`src/rtl/vga_pkg.sv`:
```
// Shared 640x480 timing constants, pixel packing factor and scanout FSM state type
// for the VRAM scanout arbiter and its pixel unpacker.
package vga_pkg;

  localparam int H_TOTAL  = 800;
  localparam int V_TOTAL  = 525;
  localparam int H_START  = 144;
  localparam int V_START  = 35;
  localparam int H_ACTIVE = 640;
  localparam int V_ACTIVE = 480;

  // Pixels per RAM word; the fetch schedule assumes exactly one word every four pixels.
  localparam int PPW   = 4;
  localparam int SEL_W = $clog2(PPW);

  typedef enum logic {
    SYNC = 1'b0,
    RUN  = 1'b1
  } state_t;

endpackage

```
`src/rtl/pixel_unpacker.sv`:
```
// Double-buffered word holder for scanout: next_word catches the RAM word, shift_word
// holds the word being displayed, and one pixel slice is registered per cycle.
module pixel_unpacker
  import vga_pkg::*;
#(
  parameter int DATA_W = 16,
  parameter int PIX_W  = 4
) (
  input  logic              vga_clock,
  input  logic              reset,
  input  logic              load_next,
  input  logic              load_shift,
  input  logic [DATA_W-1:0] rdata,
  input  logic [SEL_W-1:0]  sel,
  input  logic              blank,
  output logic [PIX_W-1:0]  pixel
);

  logic [DATA_W-1:0] next_word_q;
  logic [DATA_W-1:0] next_word_d;
  logic [DATA_W-1:0] shift_word_q;
  logic [DATA_W-1:0] shift_word_d;
  logic [PIX_W-1:0]  pixel_q;
  logic [PIX_W-1:0]  pixel_d;
  logic [PIX_W-1:0]  slice [PPW];

  // Pixel 0 sits in the least significant bits of the word.
  for (genvar gi = 0; gi < PPW; gi++) begin : g_slice
    assign slice[gi] = shift_word_q[gi*PIX_W +: PIX_W];
  end

  always_comb begin
    next_word_d  = next_word_q;
    shift_word_d = shift_word_q;
    pixel_d      = '0;
    if (load_next) begin
      next_word_d = rdata;
    end
    if (load_shift) begin
      shift_word_d = next_word_q;
    end
    if (!blank) begin
      pixel_d = slice[sel];
    end
  end

  always_ff @(posedge vga_clock) begin
    if (reset) begin
      next_word_q  <= '0;
      shift_word_q <= '0;
      pixel_q      <= '0;
    end else begin
      next_word_q  <= next_word_d;
      shift_word_q <= shift_word_d;
      pixel_q      <= pixel_d;
    end
  end

  assign pixel = pixel_q;

endmodule

```
`src/rtl/vram_scanout_arbiter.sv`:
```
// Shares a single-port video RAM between slot-scheduled scanout fetches and a writer.
// Define VBLANK_WRITE_ONLY_EN to restrict writes to vertical blanking and SYNC.
module vram_scanout_arbiter #(
  parameter int ADDR_W   = 17,
  parameter int DATA_W   = 16,
  parameter int PIX_W    = 4,
  parameter int H_START  = 144,
  parameter int V_START  = 35,
  parameter int H_ACTIVE = 640,
  parameter int V_ACTIVE = 480
) (
  input  logic              vga_clock,
  input  logic              reset,
  input  logic [9:0]        hcount,
  input  logic [9:0]        vcount,
  input  logic              hsync_in,
  input  logic              vsync_in,
  input  logic              at_display_area_in,
  output logic [PIX_W-1:0]  pixel,
  output logic              hsync_out,
  output logic              vsync_out,
  output logic              at_display_area_out,
  output logic [ADDR_W-1:0] mem_addr,
  output logic              mem_we,
  output logic [DATA_W-1:0] mem_wdata,
  input  logic [DATA_W-1:0] mem_rdata,
  input  logic              wr_req,
  input  logic [ADDR_W-1:0] wr_addr,
  input  logic [DATA_W-1:0] wr_data,
  output logic              wr_ready,
  output logic              frame_locked
);

  import vga_pkg::*;

  // One fetch every PPW pixels, starting PPW cycles ahead of the first visible pixel.
  localparam logic [9:0] FETCH_FIRST = 10'(H_START - PPW);
  localparam logic [9:0] FETCH_LAST  = 10'(H_START + H_ACTIVE - 2*PPW);
  localparam logic [9:0] H_FIRST     = 10'(H_START);
  localparam logic [9:0] V_FIRST     = 10'(V_START);
  localparam logic [9:0] V_END       = 10'(V_START + V_ACTIVE);

  state_t            state_q;
  state_t            state_d;
  logic [ADDR_W-1:0] rd_addr_q;
  logic [ADDR_W-1:0] rd_addr_d;
  logic [ADDR_W-1:0] mem_addr_q;
  logic [ADDR_W-1:0] mem_addr_d;
  logic              mem_we_q;
  logic              mem_we_d;
  logic [DATA_W-1:0] mem_wdata_q;
  logic [DATA_W-1:0] mem_wdata_d;
  logic [2:0]        fetch_pipe_q;
  logic [2:0]        fetch_pipe_d;
  logic              hsync_q;
  logic              hsync_d;
  logic              vsync_q;
  logic              vsync_d;
  logic              disp_q;
  logic              disp_d;

  logic              frame_start;
  logic              v_active;
  logic              fetch_slot;
  logic [SEL_W-1:0]  slot_phase;
  logic [SEL_W-1:0]  pix_sel;
  logic              pix_blank;
  logic              wr_ready_c;

  assign frame_start = (hcount == '0) && (vcount == '0);
  assign v_active    = (vcount >= V_FIRST) && (vcount < V_END);
  assign slot_phase  = SEL_W'(hcount - FETCH_FIRST);
  assign fetch_slot  = (state_q == RUN) && v_active &&
                       (hcount >= FETCH_FIRST) && (hcount <= FETCH_LAST) &&
                       (slot_phase == '0);

  // No grant while reset is held, so a handshake can never be swallowed by it.
  always_comb begin
    wr_ready_c = !reset && !fetch_slot;
`ifdef VBLANK_WRITE_ONLY_EN
    if ((state_q == RUN) && v_active) begin
      wr_ready_c = 1'b0;
    end
`endif
  end

  always_comb begin
    state_d      = state_q;
    rd_addr_d    = rd_addr_q;
    mem_addr_d   = mem_addr_q;
    mem_wdata_d  = mem_wdata_q;
    mem_we_d     = 1'b0;
    fetch_pipe_d = {fetch_pipe_q[1:0], fetch_slot};
    hsync_d      = hsync_in;
    vsync_d      = vsync_in;
    disp_d       = at_display_area_in;

    if ((state_q == SYNC) && frame_start) begin
      state_d = RUN;
    end

    if (frame_start) begin
      rd_addr_d = '0;
    end else if (fetch_slot) begin
      rd_addr_d = rd_addr_q + ADDR_W'(1);
    end

    // Display owns the port in its slot; the writer takes any other cycle it asks for.
    if (fetch_slot) begin
      mem_addr_d = rd_addr_q;
    end else if (wr_req && wr_ready_c) begin
      mem_addr_d  = wr_addr;
      mem_wdata_d = wr_data;
      mem_we_d    = 1'b1;
    end
  end

  always_ff @(posedge vga_clock) begin
    if (reset) begin
      state_q      <= SYNC;
      rd_addr_q    <= '0;
      mem_addr_q   <= '0;
      mem_we_q     <= 1'b0;
      mem_wdata_q  <= '0;
      fetch_pipe_q <= '0;
      hsync_q      <= 1'b0;
      vsync_q      <= 1'b0;
      disp_q       <= 1'b0;
    end else begin
      state_q      <= state_d;
      rd_addr_q    <= rd_addr_d;
      mem_addr_q   <= mem_addr_d;
      mem_we_q     <= mem_we_d;
      mem_wdata_q  <= mem_wdata_d;
      fetch_pipe_q <= fetch_pipe_d;
      hsync_q      <= hsync_d;
      vsync_q      <= vsync_d;
      disp_q       <= disp_d;
    end
  end

  // fetch_pipe_q[1] marks the cycle RAM data is valid, [2] the cycle before display.
  assign pix_sel   = SEL_W'(hcount - H_FIRST);
  assign pix_blank = !at_display_area_in || (state_q != RUN);

  pixel_unpacker #(
    .DATA_W (DATA_W),
    .PIX_W  (PIX_W)
  ) u_unpacker (
    .vga_clock  (vga_clock),
    .reset      (reset),
    .load_next  (fetch_pipe_q[1]),
    .load_shift (fetch_pipe_q[2]),
    .rdata      (mem_rdata),
    .sel        (pix_sel),
    .blank      (pix_blank),
    .pixel      (pixel)
  );

  assign mem_addr            = mem_addr_q;
  assign mem_we              = mem_we_q;
  assign mem_wdata           = mem_wdata_q;
  assign wr_ready            = wr_ready_c;
  assign frame_locked        = (state_q == RUN);
  assign hsync_out           = hsync_q;
  assign vsync_out           = vsync_q;
  assign at_display_area_out = disp_q;

endmodule

```
`config.mk`:
```
export PLATFORM = sky130hd
export DESIGN_NAME = vram_scanout_arbiter
export DESIGN_NICKNAME = d
export VERILOG_FILES = /design/src/rtl/vga_pkg.sv /design/src/rtl/pixel_unpacker.sv /design/src/rtl/vram_scanout_arbiter.sv
export SDC_FILE = /design/constraint.sdc
export NUM_CORES = 1
export LEC_CHECK = 0
export CAP_MARGIN = 10
export CORE_MARGIN = 5
export CORE_UTILIZATION = 51
export DETAILED_ROUTE_END_ITERATION = 6
export PLACE_DENSITY_LB_ADDON = 0.05
export SYNTH_ARGS = -nofsm -noshare
export SYNTH_HDL_FRONTEND = slang
export SYNTH_SLANG_ARGS = --single-unit
```
`constraint.sdc`:
```
create_clock -name vga_clock -period 3.87 [get_ports vga_clock]
set_clock_uncertainty 0.05 [all_clocks]
set_input_delay 0.774 -clock vga_clock [delete_from_list [all_inputs] [get_ports vga_clock]]
set_output_delay 0.774 -clock vga_clock [all_outputs]
set_load 0.01 [all_outputs]
```
==> results.sh, run 1 <==
export IMPL_insertion_delay_ns=0.36
export IMPL_die_y_um=100
export IMPL_yosys_top_cells_count="dfxtp_1 (94), mux2i_1 (76), nand2b_1 (43)"
export IMPL_clock_path_buffers=2
export IMPL_r2r_start="frame_locked$_SDFFE_PP0P_"
export IMPL_nets=597
export IMPL_area_growth_pct=33.5
export IMPL_wire_per_inst_um=15.6
export IMPL_start_util_pct=51.3
export IMPL_netlist_area_leader_share_pct=45.3
export IMPL_port_buffers=117
export IMPL_hold_class="register to register"
export IMPL_setup_viol=0
export IMPL_relSlewSlack_pct=34.7
export IMPL_cpMaxStageDelayCell="clkdlybuf4s50_1"
export IMPL_drt_pass1_iter_count=4
export IMPL_n_antenna_cell=0
export IMPL_power_density_nw_per_um2=340
export IMPL_hold_start="fetch_pipe_q[0]$_SDFF_PP0_"
export IMPL_post_cts_buffers=0
export IMPL_synthAdderAreaFrac_pct=0.301
export IMPL_synth_cell_types=44
export IMPL_drc=0
export IMPL_dp_final_hpwl_um=7110
export IMPL_required_ns=3.05
export IMPL_synth_top_cell_by_area="dfxtp_1"
export IMPL_worstSetupPathType="primary input to output port"
export IMPL_synth_async_sr_flop_share_pct=0
export IMPL_min_path_cells=1
export IMPL_cts_hold_buf=0
export IMPL_cp_max_fo=3
export IMPL_max_cap_violations=0
export IMPL_synth_area_um2=4150
export IMPL_synthCells=413
export IMPL_num_vias=3345
export IMPL_r2r_end="mem_addr[5]$_SDFFE_PP0P_"
export IMPL_die_area_um2=10000
export IMPL_root_buffer="clkbuf_8"
export IMPL_grt_max_degree=92
export IMPL_drt_iter0_markers=82
export IMPL_synth_flop_cell="dfxtp_1"
export IMPL_setup_tns_ns=0
export IMPL_worstSetupStartpointType="primary input"
export IMPL_cts_buffers=9
export IMPL_syn_num_nets=489
export IMPL_fillers=665
export IMPL_synth_edf_count=0
export IMPL_clock_sinks=94
export IMPL_cp_num_buf_inv=3
export IMPL_finalCritPeriodShare_pct=95.7
export IMPL_power_leakage_nw=2.02
export IMPL_synth_top_family_by_area="simple AND/OR/NAND/NOR gates"
export IMPL_crit_family="buffers and inverters"
export IMPL_period_minus_slack_ns=3.70
export IMPL_r2r_cells=5
export IMPL_place_congestion=0.818
export IMPL_synth_avg_cell_area_um2=10.1
export IMPL_yosysMostFrequentCell="dfxtp_1"
export IMPL_fmax_ghz=0.270
export IMPL_ant_nets=0
export IMPL_die_x_um=100
export IMPL_io_pins=118
export IMPL_power_mw=1.88
export IMPL_synth_mux_area_share_pct=20.5
export IMPL_synth_seq_cells=94
export IMPL_cp_data_arrival_time_ns=2.88
export IMPL_grt_pass1_vias=3318
export IMPL_slowest_delay_ns=0.58
export IMPL_seq_area_frac_synth_pct=45.3
export IMPL_coreArea_um2=8090
export IMPL_synthSimpleGateAreaFrac_pct=21.7
export IMPL_vdd_ir_drop_worst_uv=201
export IMPL_endpoint_kind="output port"
export IMPL_grt_pass1_wl_um=16200
export IMPL_synth_warnings=0
export IMPL_post_cts_resized=0
export IMPL_drive_gt1_share_pct=7.41
export IMPL_via_per_inst=5.30
export IMPL_drv_slew=0
export IMPL_outcome="finished clean"
export IMPL_antenna_found_initial=0
export IMPL_cts_tree="done"
export IMPL_synth_xor_area_share_pct=0
export IMPL_grt_overflow=0
export IMPL_cts_htree_levels=3
export IMPL_synth_area_leaders="dfxtp_1 (45%), mux2i_1 (18%), nand2b_1 (6.5%), nor2_1 (3.4%), a211oi_1 (3.1%)"
export IMPL_finalWirelength_um=9830
export IMPL_reg2reg_slack_ns=1.74
export IMPL_hold_viol=0
export IMPL_tightest_slew_ns=0.978
export IMPL_rows=33
export IMPL_synth_compound_area_share_pct=7.56
export IMPL_crit_chain="clkdlybuf4s50_1 > a211o_1 > o21ai_0 > buf_4 > a22o_1 > nor2_1 > nor2_1 > clkdlybuf4s50_1"
export IMPL_grt_use_total_pct=20.0
export IMPL_path_clk_slew_ns=0.10
export IMPL_hold_end="fetch_pipe_q[1]$_SDFF_PP0_"
export IMPL_rsz0062_at_grt="false"
-- through the flow --
stage	hold WS [ns]	utilization, %	setup WS [ns]	instances	cell area, um^2
6_report	0.395	68.5	0.167	631	5550
3_5_place_dp	0.374	66.0	0.172	615	5340
4_1_cts	0.393	68.5	0.152	631	5550
5_1_grt	0.398	68.5	0.0565	631	5550
3_3_place_gp	0.370	66.0	0.175	615	5340
2_1_floorplan	0.364	-	0.965	413	4150
-- sequential cells by signal, indices dropped and copies added, names as in the netlist --
| register | flops |
|---|---|
| rd_addr_q | 17 |
| at_display_area_out | 1 |
| vsync_out | 1 |
| u_unpacker.pixel | 4 |
| mem_we | 1 |
| u_unpacker.shift_word_q | 16 |
| mem_wdata | 16 |
| fetch_pipe_q | 3 |
| frame_locked | 1 |
| u_unpacker.next_word_q | 16 |
| hsync_out | 1 |
| mem_addr | 17 |
-- final cells by class --
cell class / count / area, um^2 / share of cell area, %
timing repair buffer: 128 / 1250 / 22.5
clock inverter: 6 / 63.8 / 1.15
clock buffer: 10 / 138 / 2.48
multi-input combinational: 287 / 2080 / 37.5
inverter: 1 / 3.75 / 0.0677
sequential: 94 / 1880 / 33.9
tap: 105 / 131 / 2.37
-- worst max path at each step --
| stage | startpoint | to | slack [ns] | cells after the start |
|---|---|---|---|---|
| detailed placement | vcount[8] | wr_ready | 0.17 | 7 |
| floorplan | vcount[9] | wr_ready | 0.96 | 7 |
| global placement | hcount[2] | wr_ready | 0.18 | 8 |
| global route | hcount[2] | wr_ready | 0.06 | 8 |
| CTS | vcount[8] | wr_ready | 0.15 | 7 |
| finish | hcount[2] | wr_ready | 0.17 | 8 |
-- cell families after synthesis --
logic type / count (synthesis)
mux: 80
fa+ha+maj: 1
buf+inv: 32
simple gates: 165
flops: 94
compound gates: 41
-- per-layer routing --
layer  GRT usage, %  share of wire [%]
met1           25.2                 43
met2           34.1                 51
met3           4.10                4.3
met4           6.53                1.7
met5              0                  0
-- power by group --
group          switching (mW)  internal, mW  total, mW
registers              0.0109         0.990       1.00
logic                  0.0954         0.146      0.241
clock network           0.374         0.269      0.643
total                   0.480          1.40       1.88
-- layout by cell type (no fill, tap or decap), types with 8 or more instances in the layout --
master / count
a21oi_1: 8
nor2_1: 38
clkbuf_8: 10
nor3_1: 24
buf_4: 11
and3_1: 9
clkdlybuf4s50_1: 116
nand3_1: 10
nand2_1: 14
dfxtp_1: 94
mux2i_1: 76
a211oi_1: 17
nand2b_1: 43
Power figures use the tool's default switching activity.
==> inputs of run 2 (changes only) <==
--- a/config.mk
+++ b/config.mk
@@ -9,6 +9,7 @@
 export CORE_MARGIN = 5
 export CORE_UTILIZATION = 51
 export DETAILED_ROUTE_END_ITERATION = 6
+export GPL_ROUTABILITY_DRIVEN = 0
 export PLACE_DENSITY_LB_ADDON = 0.05
 export SYNTH_ARGS = -nofsm -noshare
 export SYNTH_HDL_FRONTEND = slang
==> results of run 2 <==
Final layout, timing and power as in run 1 (identical DEF).
